<file path="config.mk">
export PLATFORM = sky130hd
export DESIGN_NAME = fetch_controller
export DESIGN_NICKNAME = d
export VERILOG_FILES = /design/src/rtl/fetch_controller.sv
export SDC_FILE = /design/constraint.sdc
export NUM_CORES = 1
export LEC_CHECK = 0
export ABC_AREA = 1
export CORE_UTILIZATION = 40
export DETAILED_ROUTE_END_ITERATION = 7
export PLACE_DENSITY_LB_ADDON = 0.15
export SLEW_MARGIN = 30
export SYNTH_ARGS = -nofsm -noshare
export SYNTH_HDL_FRONTEND = slang
export SYNTH_SLANG_ARGS = --single-unit
</file>
<file path="constraint.sdc">
create_clock -name clk -period 1.5 [get_ports clk]
set_input_delay 0.3 -clock clk [delete_from_list [all_inputs] [get_ports clk]]
set_output_delay 0.3 -clock clk [all_outputs]
set_load 0.05 [all_outputs]
</file>
<file path="src/rtl/fetch_controller.sv">
// fetch_controller
// Single-outstanding instruction fetch sequencer. Issues one imem request at a
// time from pc_out, registers the returned word for decode and holds it until
// decode accepts it. Redirects (taken branch/jump) override everything and any
// response still in flight for the old stream is dropped.
//
// Build option: define FETCH_TIMEOUT_EN to add an imem wait counter and a
// sticky ERROR state entered after TIMEOUT_CYCLES cycles without imem_ack.
// Without it FETCH waits forever and fetch_err is tied low.
module fetch_controller #(
  parameter logic [31:0] RESET_PC       = 32'h0000_0000,
  parameter int unsigned TIMEOUT_CYCLES = 15
) (
  input  logic        clk,
  input  logic        reset,
  input  logic        start,
  input  logic        halt,
  input  logic        redirect,
  input  logic [31:0] redirect_target,
  output logic        imem_req,
  output logic [31:0] imem_addr,
  input  logic        imem_ack,
  input  logic [31:0] imem_rdata,
  output logic        instr_valid,
  output logic [31:0] instr,
  output logic [31:0] instr_pc,
  input  logic        instr_ready,
  output logic        pc_en,
  output logic [31:0] pc_out,
  output logic        busy,
  output logic        fetch_err
);

`ifdef FETCH_TIMEOUT_EN
  typedef enum logic [1:0] {
    S_IDLE  = 2'd0,
    S_FETCH = 2'd1,
    S_HOLD  = 2'd2,
    S_ERROR = 2'd3
  } state_t;

  // Counter only needs to reach TIMEOUT_CYCLES-1; the cycle that would make
  // it TIMEOUT_CYCLES is the one that moves the FSM to ERROR instead.
  localparam int unsigned WAIT_W = (TIMEOUT_CYCLES > 1) ? $clog2(TIMEOUT_CYCLES) : 1;
  localparam logic [WAIT_W-1:0] WAIT_LAST = WAIT_W'(TIMEOUT_CYCLES - 1);

  logic [WAIT_W-1:0] r_wait;
  logic [WAIT_W-1:0] w_wait_nxt;
`else
  typedef enum logic [1:0] {
    S_IDLE  = 2'd0,
    S_FETCH = 2'd1,
    S_HOLD  = 2'd2
  } state_t;
`endif

  state_t      r_state;
  state_t      w_state_nxt;

  logic [31:0] r_pc;
  logic [31:0] r_instr;
  logic [31:0] r_instr_pc;
  logic        r_valid;
  logic        r_discard;    // next imem_ack belongs to a redirected-away request
  logic        r_halt_pend;  // halt seen, stop at the next handshake-free point

  logic [31:0] w_pc_nxt;
  logic [31:0] w_instr_nxt;
  logic [31:0] w_instr_pc_nxt;
  logic        w_valid_nxt;
  logic        w_discard_nxt;
  logic        w_halt_pend_nxt;
  logic        w_halt_seen;
  logic        w_pc_en;

  assign w_halt_seen = r_halt_pend | halt;

  // State register
  always_ff @(posedge clk or negedge reset) begin
    if (!reset) begin
      r_state <= S_IDLE;
    end else begin
      r_state <= w_state_nxt;
    end
  end

  // PC, delivered word and control flags
  always_ff @(posedge clk or negedge reset) begin
    if (!reset) begin
      r_pc        <= RESET_PC;
      r_instr     <= 32'h0;
      r_instr_pc  <= 32'h0;
      r_valid     <= 1'b0;
      r_discard   <= 1'b0;
      r_halt_pend <= 1'b0;
    end else begin
      r_pc        <= w_pc_nxt;
      r_instr     <= w_instr_nxt;
      r_instr_pc  <= w_instr_pc_nxt;
      r_valid     <= w_valid_nxt;
      r_discard   <= w_discard_nxt;
      r_halt_pend <= w_halt_pend_nxt;
    end
  end

`ifdef FETCH_TIMEOUT_EN
  // Cycles spent in FETCH without a response or redirect
  always_ff @(posedge clk or negedge reset) begin
    if (!reset) begin
      r_wait <= '0;
    end else begin
      r_wait <= w_wait_nxt;
    end
  end
`endif

  // Next-state, datapath updates and the sequential-advance strobe
  always_comb begin
    w_state_nxt     = r_state;
    w_pc_nxt        = r_pc;
    w_instr_nxt     = r_instr;
    w_instr_pc_nxt  = r_instr_pc;
    w_valid_nxt     = r_valid;
    w_discard_nxt   = r_discard;
    w_halt_pend_nxt = w_halt_seen;
    w_pc_en         = 1'b0;
`ifdef FETCH_TIMEOUT_EN
    w_wait_nxt      = '0;
`endif

    case (r_state)
      S_IDLE: begin
        // Nothing outstanding here, so a halt is consumed on the spot and
        // also overrides a simultaneous start.
        w_halt_pend_nxt = 1'b0;
        if (redirect) begin
          w_pc_nxt = redirect_target;
        end else if (start && !halt) begin
          w_state_nxt = S_FETCH;
        end
      end

      S_FETCH: begin
        if (redirect) begin
          // A response arriving this same cycle is for the old stream and is
          // dropped now; otherwise the flag drops the one still in flight.
          w_pc_nxt      = redirect_target;
          w_discard_nxt = ~imem_ack;
        end else if (imem_ack) begin
          if (r_discard) begin
            w_discard_nxt = 1'b0;
          end else begin
            w_instr_nxt    = imem_rdata;
            w_instr_pc_nxt = r_pc;
            w_valid_nxt    = 1'b1;
            w_pc_nxt       = r_pc + 32'd4;
            w_pc_en        = 1'b1;
            w_state_nxt    = S_HOLD;
          end
        end
`ifdef FETCH_TIMEOUT_EN
        else if (r_wait == WAIT_LAST) begin
          w_state_nxt = S_ERROR;
        end else begin
          w_wait_nxt = r_wait + 1'b1;
        end
`endif
      end

      S_HOLD: begin
        if (redirect) begin
          // The held word is on the wrong path: withdraw it even if decode
          // is accepting it this cycle.
          w_valid_nxt = 1'b0;
          w_pc_nxt    = redirect_target;
          w_state_nxt = S_FETCH;
        end else if (instr_ready) begin
          w_valid_nxt = 1'b0;
          if (w_halt_seen) begin
            w_halt_pend_nxt = 1'b0;
            w_state_nxt     = S_IDLE;
          end else begin
            w_state_nxt = S_FETCH;
          end
        end
      end

`ifdef FETCH_TIMEOUT_EN
      S_ERROR: begin
        // Sticky until reset; inputs are ignored.
        w_state_nxt = S_ERROR;
      end
`endif

      default: begin
        w_state_nxt = S_IDLE;
      end
    endcase
  end

  assign imem_req    = (r_state == S_FETCH);
  assign imem_addr   = r_pc;
  assign pc_out      = r_pc;
  assign instr_valid = r_valid;
  assign instr       = r_instr;
  assign instr_pc    = r_instr_pc;
  assign pc_en       = w_pc_en;
  assign busy        = (r_state != S_IDLE);

`ifdef FETCH_TIMEOUT_EN
  assign fetch_err = (r_state == S_ERROR);
`else
  assign fetch_err = 1'b0;
`endif

endmodule

</file>
After elaboration in Yosys (flattened, before gate mapping)
Cells that the tools add are included.

Register bits: 101. Word-level logic and storage cells: 65. Input bits: 71. Output and inout bits: 133.

Reduce and logical (&&, ||, !) cells: 13. Add/sub/neg operators: 1. Equal/unequal tests: 11. Bitwise gates (word level): 4. Multiplexer cells: 29.

Operators with widths (number): $mux W32 (4); $pmux W32 S2 (1); $add A32 B3 Y32 const B (1); $mux W1 (14); $mux W2 (7); $ne A2 B2 Y1 const B (4); $reduce_and A4 Y1 (2); $reduce_bool A2 Y1 (4); $ne A3 B3 Y1 const B (2); $pmux W2 S3 (1); $reduce_and A6 Y1 (1); $reduce_and A5 Y1 (1); $ne A2 B1 Y1 const B (2); $pmux W1 S2 (2); $ne A3 B2 Y1 const B (1); $not A1 Y1 (3); $eq A2 B1 Y1 const B (1); $eq A2 B2 Y1 const B (1); $logic_not A2 Y1 (1); $reduce_and A2 Y1 (1); $reduce_or A2 Y1 (1); $logic_and A1 B1 Y1 (1); $logic_not A1 Y1 (1); $or A1 B1 Y1 (1).

Depth between registers and ports, before layout
Depth after elaboration: 5. Depth in mapped cells: 10. Gate-level depth less buffers: 10.

Worst setup path before layout
OpenSTA, ideal clock, no wires.

Kind: register -> register. From: register r_pc[3] (netlist: imem_addr[3]). To: register r_pc[28] (netlist: imem_addr[28]). Arrival time: 1826 ps. Cell stages (with the launch flop): 11. Library setup time: 118 ps. Buffers on the path: 0. Setup slack: -444 ps. Path through: dfrtp_1 > ha_1 > nand2_1 > nor2_1 > nand2_1 > nor2_1 > nand2_1 > nand2_1 > nand3_1 > nand2_1 > nand2_1.

Cells in the longest elaborated chain, start to end: 5.

Ends and longest elaborated chain: start, declared (line 60) `logic [31:0] r_pc;`; start signal, assigned (line 97) `r_pc <= w_pc_nxt;`; $add A32 B3 Y32 (line 156) `w_pc_nxt = r_pc + 32'd4;`; $mux W32 (line 150) `if (r_discard) begin`; $mux W32 (line 149) `end else if (imem_ack) begin`; $mux W32 (line 144) `if (redirect) begin`; $pmux W32 S2 (line 131) `case (r_state)`.

Every way passes these cells. The select of a mux whose other input is x is not followed. A chain may end at the register's enable or synchronous reset.

Final worst setup path
From: input imem_ack. To: output pc_en.

Cells in the longest elaborated chain, start to end: 3.

Ends and longest elaborated chain: start, declared (line 22) `input logic imem_ack,`; $mux W1 (line 149); $mux W1 (line 144); $mux W1 (line 131); end, declared (line 28) `output logic pc_en,`.

Every way passes these cells.

==> flow_metrics.tcl <==
set metrics [dict create \
    status "finished with violations" \
    violations "setup timing" \
    cp-start-kind "input pin" \
    ios 204 \
    synth_top_cell_area_share 0.472 \
    synthToLayoutAreaGrowth_pct 92.1 \
    drt-wirelength-per-cell_um 17.2 \
    die_area_sq_um 13900 \
    setup_viol_count_final 28 \
    start_util 0.418 \
    gr-total-overflow 0 \
    drv_cap 0 \
    p_total_mw 27.9 \
    pwr_density_cell_nw_per_um2 2710 \
    synthTopCellsByArea "dfrtp_1, nand2_1, nor2_1" \
    yosysTopAreaCell "dfrtp_1" \
    viasPerCell 5.22 \
    vias 6000 \
    place_congestion 0.952 \
    grt_pass1_wl_um 29200 \
    setup.worst_path.class "in2out" \
    p_leak_nw 4.81 \
    rrSetupSlack_ps -210 \
    clock_skew_ps 7.18 \
    syn_inst 717 \
    numCtsBuffers 9 \
    syn_area_per_cell_sq_um 7.48 \
    ant_nets 0 \
    clkTransAtPathRegs_ps 70 \
    post-route-period-util 1.18 \
    clk_latency_ps 350 \
    fin_area_sq_um 10300 \
    drv_slew 0 \
    synth-edff-count 0 \
    die_y_um 118 \
    syn_area_sq_um 5360 \
    core-area_sq_um 12800 \
    n_antenna_cell 0 \
    first_iter_violations 419 \
    grt_max_degree 40 \
    crit_fanout 2 \
    grt_pass1_vias 5892 \
    rsz0062_at_grt "yes" \
    ir_drop_uv 1430 \
    synth.distinct_cells 30 \
    synth_ff_type "dfrtp_1" \
    antenna_found_initial 0 \
    required_ps 1200 \
    arrival_ps 1470 \
    yosys_register_bits 101 \
    first_pass_iters 6 \
    clock-root-buffer "clkbuf_16" \
    final_layout_size_suffix_gt1_frac 0.402 \
    port_buffers 202 \
    setup_slack_ps -267 \
    endpoint_kind "primary output" \
    utilization 0.803 \
    row_count 41 \
    synth.most_common_cell "nand2_1" \
    synth_nets 789 \
    totalWireLength_um 19800 \
    tritoncts "yes" \
    nNetsFinal 1045 \
    grt_usage 0.264 \
    htreeDepth 3 \
    cts_max_path_buffers 2 \
    finalHoldViolCount 0 \
    min_period_ps 1770 \
    remaining_drc_errors 0 \
    clock_sinks 101 \
    ys_warn_count 0 \
    fmax_ghz 0.566 \
    hold_path_class "in2async" \
    hpwl_um 13500 \
    ys_seq_area_frac 0.472 \
    die_x_um 118 \
    synth-async-reset-ratio 1.00 \
    placedInstanceArea_sq_um 9220 \
    synth_commonest_cells "nand2_1, dfrtp_1, nor2_1" \
]
-- what timing repair did --
item,CTS,global route
resized for setup,18,127
cloned,0,4
pin swaps,11,52
endpoints found under the hold margin,25,0
endpoints found under the setup margin,13,94
hold buffers,1,0
buffers inserted,10,22
-- worst max-delay path, cell delays in order --
cell,delay (ps)
clkdlybuf4s50_1,490
nand2_2,90
nor3_4,130
inv_2,70
nor2_4,130
buf_12,130
buf_12,120
-- cell families after synthesis --
family | count (synthesis) | share of synthesized area
AND/OR/NAND/NOR | 434 | 0.321
buffers and inverters | 107 | 0.114
flip-flops | 101 | 0.472
AO/OA/AOI/OAI | 72 | 0.0887
XOR/XNOR | 1 | 0.00163
adder cells (fa/ha/maj) | 1 | 0.00233
other | 1 | 0.000700
-- state kept, by name (all words and copies together), names as in the netlist --
signal / cells
instr_pc: 32
r_discard: 1
imem_addr: 32
r_state: 2
instr_valid: 1
r_halt_pend: 1
instr: 32
-- metal layers --
metal  part of all wire  up-vias  track usage
met1               0.37     2878        0.315
li1                   -     2719            -
met3              0.073       73       0.0480
met5                  0        -            0
met4              0.035        0       0.0994
met2               0.52      330        0.469
-- area by class of cell --
type                    instances  area (sq um)
repair buffers                302          4400
clock inverters                 3          20.0
inverters                      50           195
well taps                     172           215
clock buffers                  13           260
multi-input cells             509          2650
fillers                       768          2530
flip-flops and latches        101          2560
-- placed cells by master, fill, tap and decap left out, types with 2 or more instances in the layout --
master / count
buf_6: 21
inv_1: 40
inv_2: 7
nand2_2: 16
a21oi_2: 3
o22ai_1: 3
o31ai_1: 2
nor2_4: 28
nor2_2: 16
buf_12: 145
nand3_2: 5
nand2_4: 5
a21oi_1: 7
clkdlybuf4s50_1: 69
o21ai_0: 10
inv_4: 3
o21ai_1: 11
clkbuf_8: 2
buf_4: 62
o21ai_2: 28
nand3_1: 30
clkbuf_16: 12
clkinvlp_4: 2
dfrtp_1: 75
nand2_1: 282
a21oi_4: 2
dfrtp_2: 26
a22oi_2: 2
clkbuf_1: 2
nor2_1: 45
nand4_1: 3
-- through the flow --
step / hold WS (ps) / std cells / setup TNS (ps) / worst slack, ps
4_1_cts: 477 / 1124 / -574 / -247
6_report: 448 / 1150 / -1590 / -267
3_5_place_dp: 270 / 1097 / -25090 / -341
3_3_place_gp: 263 / 1097 / -23020 / -289
2_1_floorplan: 4.41 / 717 / -287 / -92.0
5_1_grt: 483 / 1150 / -8560 / -353
-- path summary, 6_finish.rpt --
kind	start	to	depth (start not counted)
worst max-delay path	imem_ack	pc_en	7
worst min-delay path	reset	instr_pc[5]	2
worst max register to register	r_state[1]	r_state[0]	9
worst min register to register	instr[28]	instr[28]	2
max in group asynchronous	reset	instr_pc[3]	3
min in group clk	redirect_target[1]	imem_addr[1]	3
-- where the power goes --
| part | internal, mW | switching [mW] |
|---|---|---|
| registers | 4.05 | 1.42 |
| logic | 9.14 | 11.0 |
| clock network | 1.22 | 1.04 |
| total | 14.4 | 13.5 |
Power figures use the tool's default switching activity.
